File: src/rtl/bat_amateur_reg_file.sv
// bat_amateur_reg_file: eight-entry general register file for the BatAmateur
// controller. Registers 0/1 feed the ALU, register 7 (OUT) streams every new
// value into a valid/ready output FIFO. Bus reads go through a priority mux.
// Optional build macro BAT_REGFILE_BUS_CONFLICT_EN adds a sticky BUS_CONFLICT
// output and zeroes BUS_OUT whenever more than one register drives the bus.
module bat_amateur_reg_file #(
    parameter int WIDTH     = 8,
    parameter int OUT_DEPTH = 4
) (
    input  logic                         CLK,
    input  logic                         RST,
    input  logic [7:0]                   REGS_INC,
    input  logic [7:0]                   REGS_RW,
    input  logic [7:0]                   REGS_EN,
    input  logic [WIDTH-1:0]             BUS_IN,
    output logic [WIDTH-1:0]             BUS_OUT,
    output logic                         BUS_OUT_VALID,
    output logic [WIDTH-1:0]             A_OUT,
    output logic [WIDTH-1:0]             B_OUT,
    output logic [WIDTH-1:0]             OUT_DATA,
    output logic                         OUT_VALID,
    input  logic                         OUT_READY,
    output logic [$clog2(OUT_DEPTH):0]   OUT_COUNT,
`ifdef BAT_REGFILE_BUS_CONFLICT_EN
    output logic                         BUS_CONFLICT,
`endif
    output logic                         OUT_OVF
);

    localparam int PW = $clog2(OUT_DEPTH);

    logic [WIDTH-1:0] regs     [8];
    logic [WIDTH-1:0] regs_nxt [8];
    logic [7:0]       reg_upd;

    logic [WIDTH-1:0] rd_data;
    logic             rd_any;
    logic             rd_multi;

    logic [WIDTH-1:0] fifo_mem [OUT_DEPTH];
    logic [PW-1:0]    wr_ptr;
    logic [PW-1:0]    rd_ptr;
    logic [PW:0]      count;
    logic             ovf;
    logic             push;
    logic             pop;
    logic             full;
    logic             accept;

    // Per-register next value: a bus load beats increment, otherwise hold.
    always_comb begin
        for (int unsigned i = 0; i < 8; i++) begin
            regs_nxt[i] = regs[i];
            reg_upd[i]  = 1'b0;
            if (REGS_EN[i]) begin
                if (!REGS_RW[i]) begin
                    regs_nxt[i] = BUS_IN;
                    reg_upd[i]  = 1'b1;
                end
            end else if (REGS_INC[i]) begin
                regs_nxt[i] = regs[i] + WIDTH'(1);
                reg_upd[i]  = 1'b1;
            end
        end
    end

    // Register storage.
    always_ff @(posedge CLK or negedge RST) begin
        if (!RST) begin
            for (int unsigned i = 0; i < 8; i++) regs[i] <= '0;
        end else begin
            for (int unsigned i = 0; i < 8; i++) begin
                if (reg_upd[i]) regs[i] <= regs_nxt[i];
            end
        end
    end

    // Bus read mux: lowest-index reading register wins; flag multiple readers.
    always_comb begin
        rd_data  = '0;
        rd_any   = 1'b0;
        rd_multi = 1'b0;
        for (int unsigned i = 0; i < 8; i++) begin
            if (REGS_EN[i] && REGS_RW[i]) begin
                if (!rd_any) rd_data = regs[i];
                else         rd_multi = 1'b1;
                rd_any = 1'b1;
            end
        end
    end

`ifdef BAT_REGFILE_BUS_CONFLICT_EN
    assign BUS_OUT = rd_multi ? '0 : rd_data;

    // Sticky record of any cycle with more than one bus driver.
    always_ff @(posedge CLK or negedge RST) begin
        if (!RST)          BUS_CONFLICT <= 1'b0;
        else if (rd_multi) BUS_CONFLICT <= 1'b1;
    end
`else
    assign BUS_OUT = rd_data;
`endif

    assign BUS_OUT_VALID = rd_any;
    assign A_OUT         = regs[0];
    assign B_OUT         = regs[1];

    // FIFO control: a push into a full FIFO is accepted only alongside a pop.
    assign push   = reg_upd[7];
    assign pop    = OUT_VALID && OUT_READY;
    assign full   = (count == (PW+1)'(OUT_DEPTH));
    assign accept = push && (!full || pop);

    // Output FIFO storage, pointers, occupancy and sticky overflow.
    always_ff @(posedge CLK or negedge RST) begin
        if (!RST) begin
            for (int unsigned i = 0; i < OUT_DEPTH; i++) fifo_mem[i] <= '0;
            wr_ptr <= '0;
            rd_ptr <= '0;
            count  <= '0;
            ovf    <= 1'b0;
        end else begin
            if (accept) begin
                fifo_mem[wr_ptr] <= regs_nxt[7];
                wr_ptr           <= wr_ptr + PW'(1);
            end
            if (pop) rd_ptr <= rd_ptr + PW'(1);
            if (accept && !pop)      count <= count + (PW+1)'(1);
            else if (!accept && pop) count <= count - (PW+1)'(1);
            if (push && full && !pop) ovf <= 1'b1;
        end
    end

    assign OUT_VALID = (count != '0);
    assign OUT_DATA  = OUT_VALID ? fifo_mem[rd_ptr] : '0;
    assign OUT_COUNT = count;
    assign OUT_OVF   = ovf;

endmodule

File: config.mk
export PLATFORM = sky130hd
export DESIGN_NAME = bat_amateur_reg_file
export DESIGN_NICKNAME = d
export VERILOG_FILES = /design/src/rtl/bat_amateur_reg_file.sv
export SDC_FILE = /design/constraint.sdc
export NUM_CORES = 1
export LEC_CHECK = 0
export CAP_MARGIN = 20
export CORE_UTILIZATION = 25
export DETAILED_ROUTE_END_ITERATION = 12
export GPL_ROUTABILITY_DRIVEN = 0
export MAX_ROUTING_LAYER = met4
export PLACE_DENSITY = 0.4
export SLEW_MARGIN = 0
export SYNTH_ARGS = -nofsm -noshare
export SYNTH_HDL_FRONTEND = slang
export SYNTH_SLANG_ARGS = --single-unit
File: constraint.sdc
create_clock -name CLK -period 4.4 [get_ports CLK]
set_input_delay 1.1 -clock CLK [delete_from_list [all_inputs] [get_ports CLK]]
set_output_delay 1.1 -clock CLK [all_outputs]
set_load 0.02 [all_outputs]
==> results by group <==
Logic synthesis
  – Post-synth ARST share: between 90% and 100%
  – Synth Warn #: 0
  – Main synth FF type: dfrtp_1
  – Register bit total from synthesis: 104
  – Top cell type by total area after synthesis: dfrtp_1
  – Distinct cell type count after synthesis: 50
  – Post-Synthesis Cells: 685
  – Sequential area share after synthesis: 40.5%
  – Post-synth EDFFs: 0
  – Synth top area cells: dfrtp_1, mux2_2, mux2i_1, o21ai_0, a21oi_1
  – Syn Nets: 734
  – Synthesized cell area: 6420 um^2
  – Mean area per synthesized cell: around 9.4 um^2
  – Area fraction of the dominant cell type after synthesis: 40.5%

Placement
  – DP Area: ~7600 um^2
  – PortBufs: a little over 70
  – Post-DP HPWL: 15.1 mm
  – Worst slack, placed: -293 ps

Worst setup path
  – Cell breakdown of the critical path: clkdlybuf4s50_1 > a222oi_1 > buf_4 > and3_4 > nand2_4 > buf_4 > o2bb2ai_1 > dlygate4sd2_1
  – Largest delay share family, worst path: buffers and inverters
  – Req. time, crit path: 3300 ps
  – Critical path arrival: 3230 ps
  – Register-to-Register Path Depth: 6
  – CP most frequent cell: buf_4
  – WS Path Type: primary input to output pin
  – Total stage count of the critical path: 8
  – Worst path bufs/invs: 4
  – CP Max Fanout: 7
  – Reg2reg end: OUT_COUNT[1]
  – Worst r2r src: OUT_COUNT[1]
  – Critical path's slowest cell: clkdlybuf4s50_1
  – Worst path max stage delay: between 400 and 500 ps
  – Reg2reg setup slack: between 2000 and 2500 ps
  – Worst setup SP type: primary input
  – Crit path capture type: output pin

CTS
  – Root Driver: clkbuf_16
  – Clock sinks: 104
  – Clock-pin slew on the worst setup and hold paths: about 80 ps
  – Worst skew pair latency: 360 ps
  – TritonCTS buffer count: 9
  – CTS Buffer Depth: 2
  – H-tree depth: 3
  – TritonCTS clock tree: done

GRT
  – First-pass GRT wire length: 32.1 mm
  – Gr ovfl total: 0
  – Largest net degree at the start of global routing: 44
  – Gr usage total: 16.7%
  – Initial antenna violation count: 0
  – Vias in the first global route: about 5500

STA
  – Fin. Hold Viols: 0
  – Max Clock Freq: 0.231 GHz
  – Worst clock skew: around 5 ps
  – RSZ-0062 raised after global routing: no
  – Final worst slack: 66.5 ps
  – Tcrit/Tclk final: 98.5%
  – Tmin final: 4330 ps
  – Final setup violation count: 0
  – Slew Viols, Final: 0
  – Rel. slew slack: 36.5%
  – Worst slew pin tran: 941 ps

Layout
  – Layout cells sized above 1: 15.5%
  – Fillers: 2561
  – Ant diodes: 0
  – Layout area overhead: 22.7%
  – Final Cell Area: ~7900 um^2
  – Final #Nets: 804

Route
  – Router iterations before antenna repair: 5
  – 1st-iter DRT viols: 302
  – DR DRC count: 0
  – Post-route antenna net violation count: 0
  – Routed WL: 20.5 mm
  – Per-cell routed wire length: ~19 um
  – Vias per inst: approximately 5.0
  – Vias: about 5500

Pwr
  – VDD IR max: 0.349 mV
  – Leakage: 0.00322 uW
  – Power Dens Cells: 514 nW/um^2
  – Total Power: 4050 uW

Hold path
  – Hold Path Class: register to register
  – Min-delay src: OUT_OVF
  – Worst Hold Depth: 1
  – Hold Path End: OUT_OVF

Floorplan
  – Initial Utilization: 25.5%
  – Die height: about 160 um
  – Die ar.: 26300 um^2
  – I/O pin count: 73
  – Die X: 162 um
  – Core area: 25200 um^2
  – # rows: 58

Run
  – Max cap viols: 0

Status
  – Status: completed
==> report_power, final <==
group          leakage (uW)  switching, uW  internal [uW]
Sequential          0.00123            350           1250
Combinational       0.00184            751            832
Clock              0.000151            412            455
Total               0.00322           1510           2540
==> worst max path at each step <==
stage               start          to  slack, ps
2_1_floorplan  REGS_EN[1]  BUS_OUT[5]        620
3_3_place_gp   REGS_EN[1]  BUS_OUT[5]       -270
3_5_place_dp   REGS_EN[1]  BUS_OUT[7]       -290
4_1_cts        REGS_EN[0]  BUS_OUT[5]       0.06
5_1_grt        REGS_RW[0]  BUS_OUT[1]        0.6
6_report       REGS_EN[0]  BUS_OUT[6]         70
==> sequential cells by signal (all words and copies together) (netlist names) <==
register   cells
OUT_OVF        1
B_OUT          8
regs          48
wr_ptr         2
fifo_mem      32
A_OUT          8
rd_ptr         2
OUT_COUNT      3
==> metal layers <==
metal	global-route usage, %	routed length [um]	vias to the layer above
met5	-	0	-
met4	7.08	752	0
met3	2.60	887	42
met2	27.4	9940	137
met1	20.2	8970	2711
li1	-	-	2613
==> what timing repair did <==
action / in CTS / in global routing
resized for setup: 17 / 15
endpoints found under the setup margin: 9 / 9
endpoints found under the hold margin: 0 / 0
hold buffers: 0 / 0
setup buffers: 0 / 0
pin swaps: 2 / 2
==> synth_stat cells, types with 7 or more instances <==
| cell type | n |
|---|---|
| nand4_1 | 9 |
| mux2_2 | 39 |
| nor3b_1 | 7 |
| xor2_1 | 9 |
| nand2_1 | 54 |
| mux2i_1 | 39 |
| nor3_1 | 10 |
| nand3_1 | 18 |
| clkbuf_1 | 26 |
| a221o_1 | 8 |
| inv_1 | 17 |
| dfrtp_1 | 104 |
| a21oi_1 | 55 |
| a22oi_1 | 9 |
| buf_4 | 16 |
| and3_1 | 13 |
| o21ai_0 | 74 |
| and2_1 | 11 |
| ha_1 | 13 |
| nor2_1 | 63 |
| xnor2_1 | 13 |
| a222oi_1 | 9 |
| mux4_2 | 8 |
==> layout make-up <==
class | instances | area, um^2 | share of cell area (%)
clock buffers | 9 | 225 | 2.86
clock inverters | 7 | 91.3 | 1.16
inverters | 17 | 63.8 | 0.810
multi-input cells | 510 | 3480 | 44.1
flip-flops and latches | 104 | 2600 | 33.0
well taps | 330 | 413 | 5.24
repair buffers | 113 | 1010 | 12.8
==> cells by family (layout without fill, tap and decap cells) <==
group / after synthesis / in the layout / synth area share (%)
adders and majority gates: 14 / 14 / 2.84
muxes: 86 / 86 / 15.7
AOI/OAI and AO/OA: 182 / 182 / 16.9
xor gates and xnor gates: 22 / 22 / 3.00
DFF: 104 / 104 / 40.5
and+or+nand+nor: 206 / 206 / 15.4
buffers and inverters: 71 / 146 / 5.59
==> stage by stage <==
step | setup TNS [ps] | hold WS [ps] | util, % | instances
2_1_floorplan | 0 | 470 | - | 685
3_3_place_gp | -2020 | 452 | 30.1 | 1074
4_1_cts | 0 | 480 | 31.3 | 1090
3_5_place_dp | -2210 | 455 | 30.1 | 1074
5_1_grt | 0 | 500 | 31.3 | 1090
6_report | 0 | 476 | 31.3 | 1090
==> worst reg2reg max path, stage by stage, from the launching register on <==
cell and delay, ps:
dfrtp_1 440, nor4b_1 510, nor2_1 260, ha_1 280, inv_1 70, fa_1 410, mux2_2 280
==> layout by cell type (no fill, tap or decap), types with 3 or more instances in the layout <==
master	n
o21ai_1	6
nand2_1	54
nor3_1	10
a211oi_1	3
a22oi_1	9
ha_1	13
a21oi_1	55
a31oi_1	6
and3_1	12
xor2_1	9
and2_1	10
clkbuf_16	9
nor2b_1	4
dfrtp_1	104
nor3b_1	6
nand4_1	9
mux2_2	39
nand2b_1	3
a221o_1	8
nor4_1	3
clkdlybuf4s50_1	60
mux2i_1	39
buf_4	42
mux4_2	8
xnor2_1	13
dlygate4sd2_1	3
nor2_1	63
clkdlybuf4s15_1	3
nand3_1	18
o211ai_1	4
o22ai_1	4
inv_1	17
o21ai_0	68
a222oi_1	9
clkbuf_2	3
No activity file was read; power rests on OpenSTA's default activity.
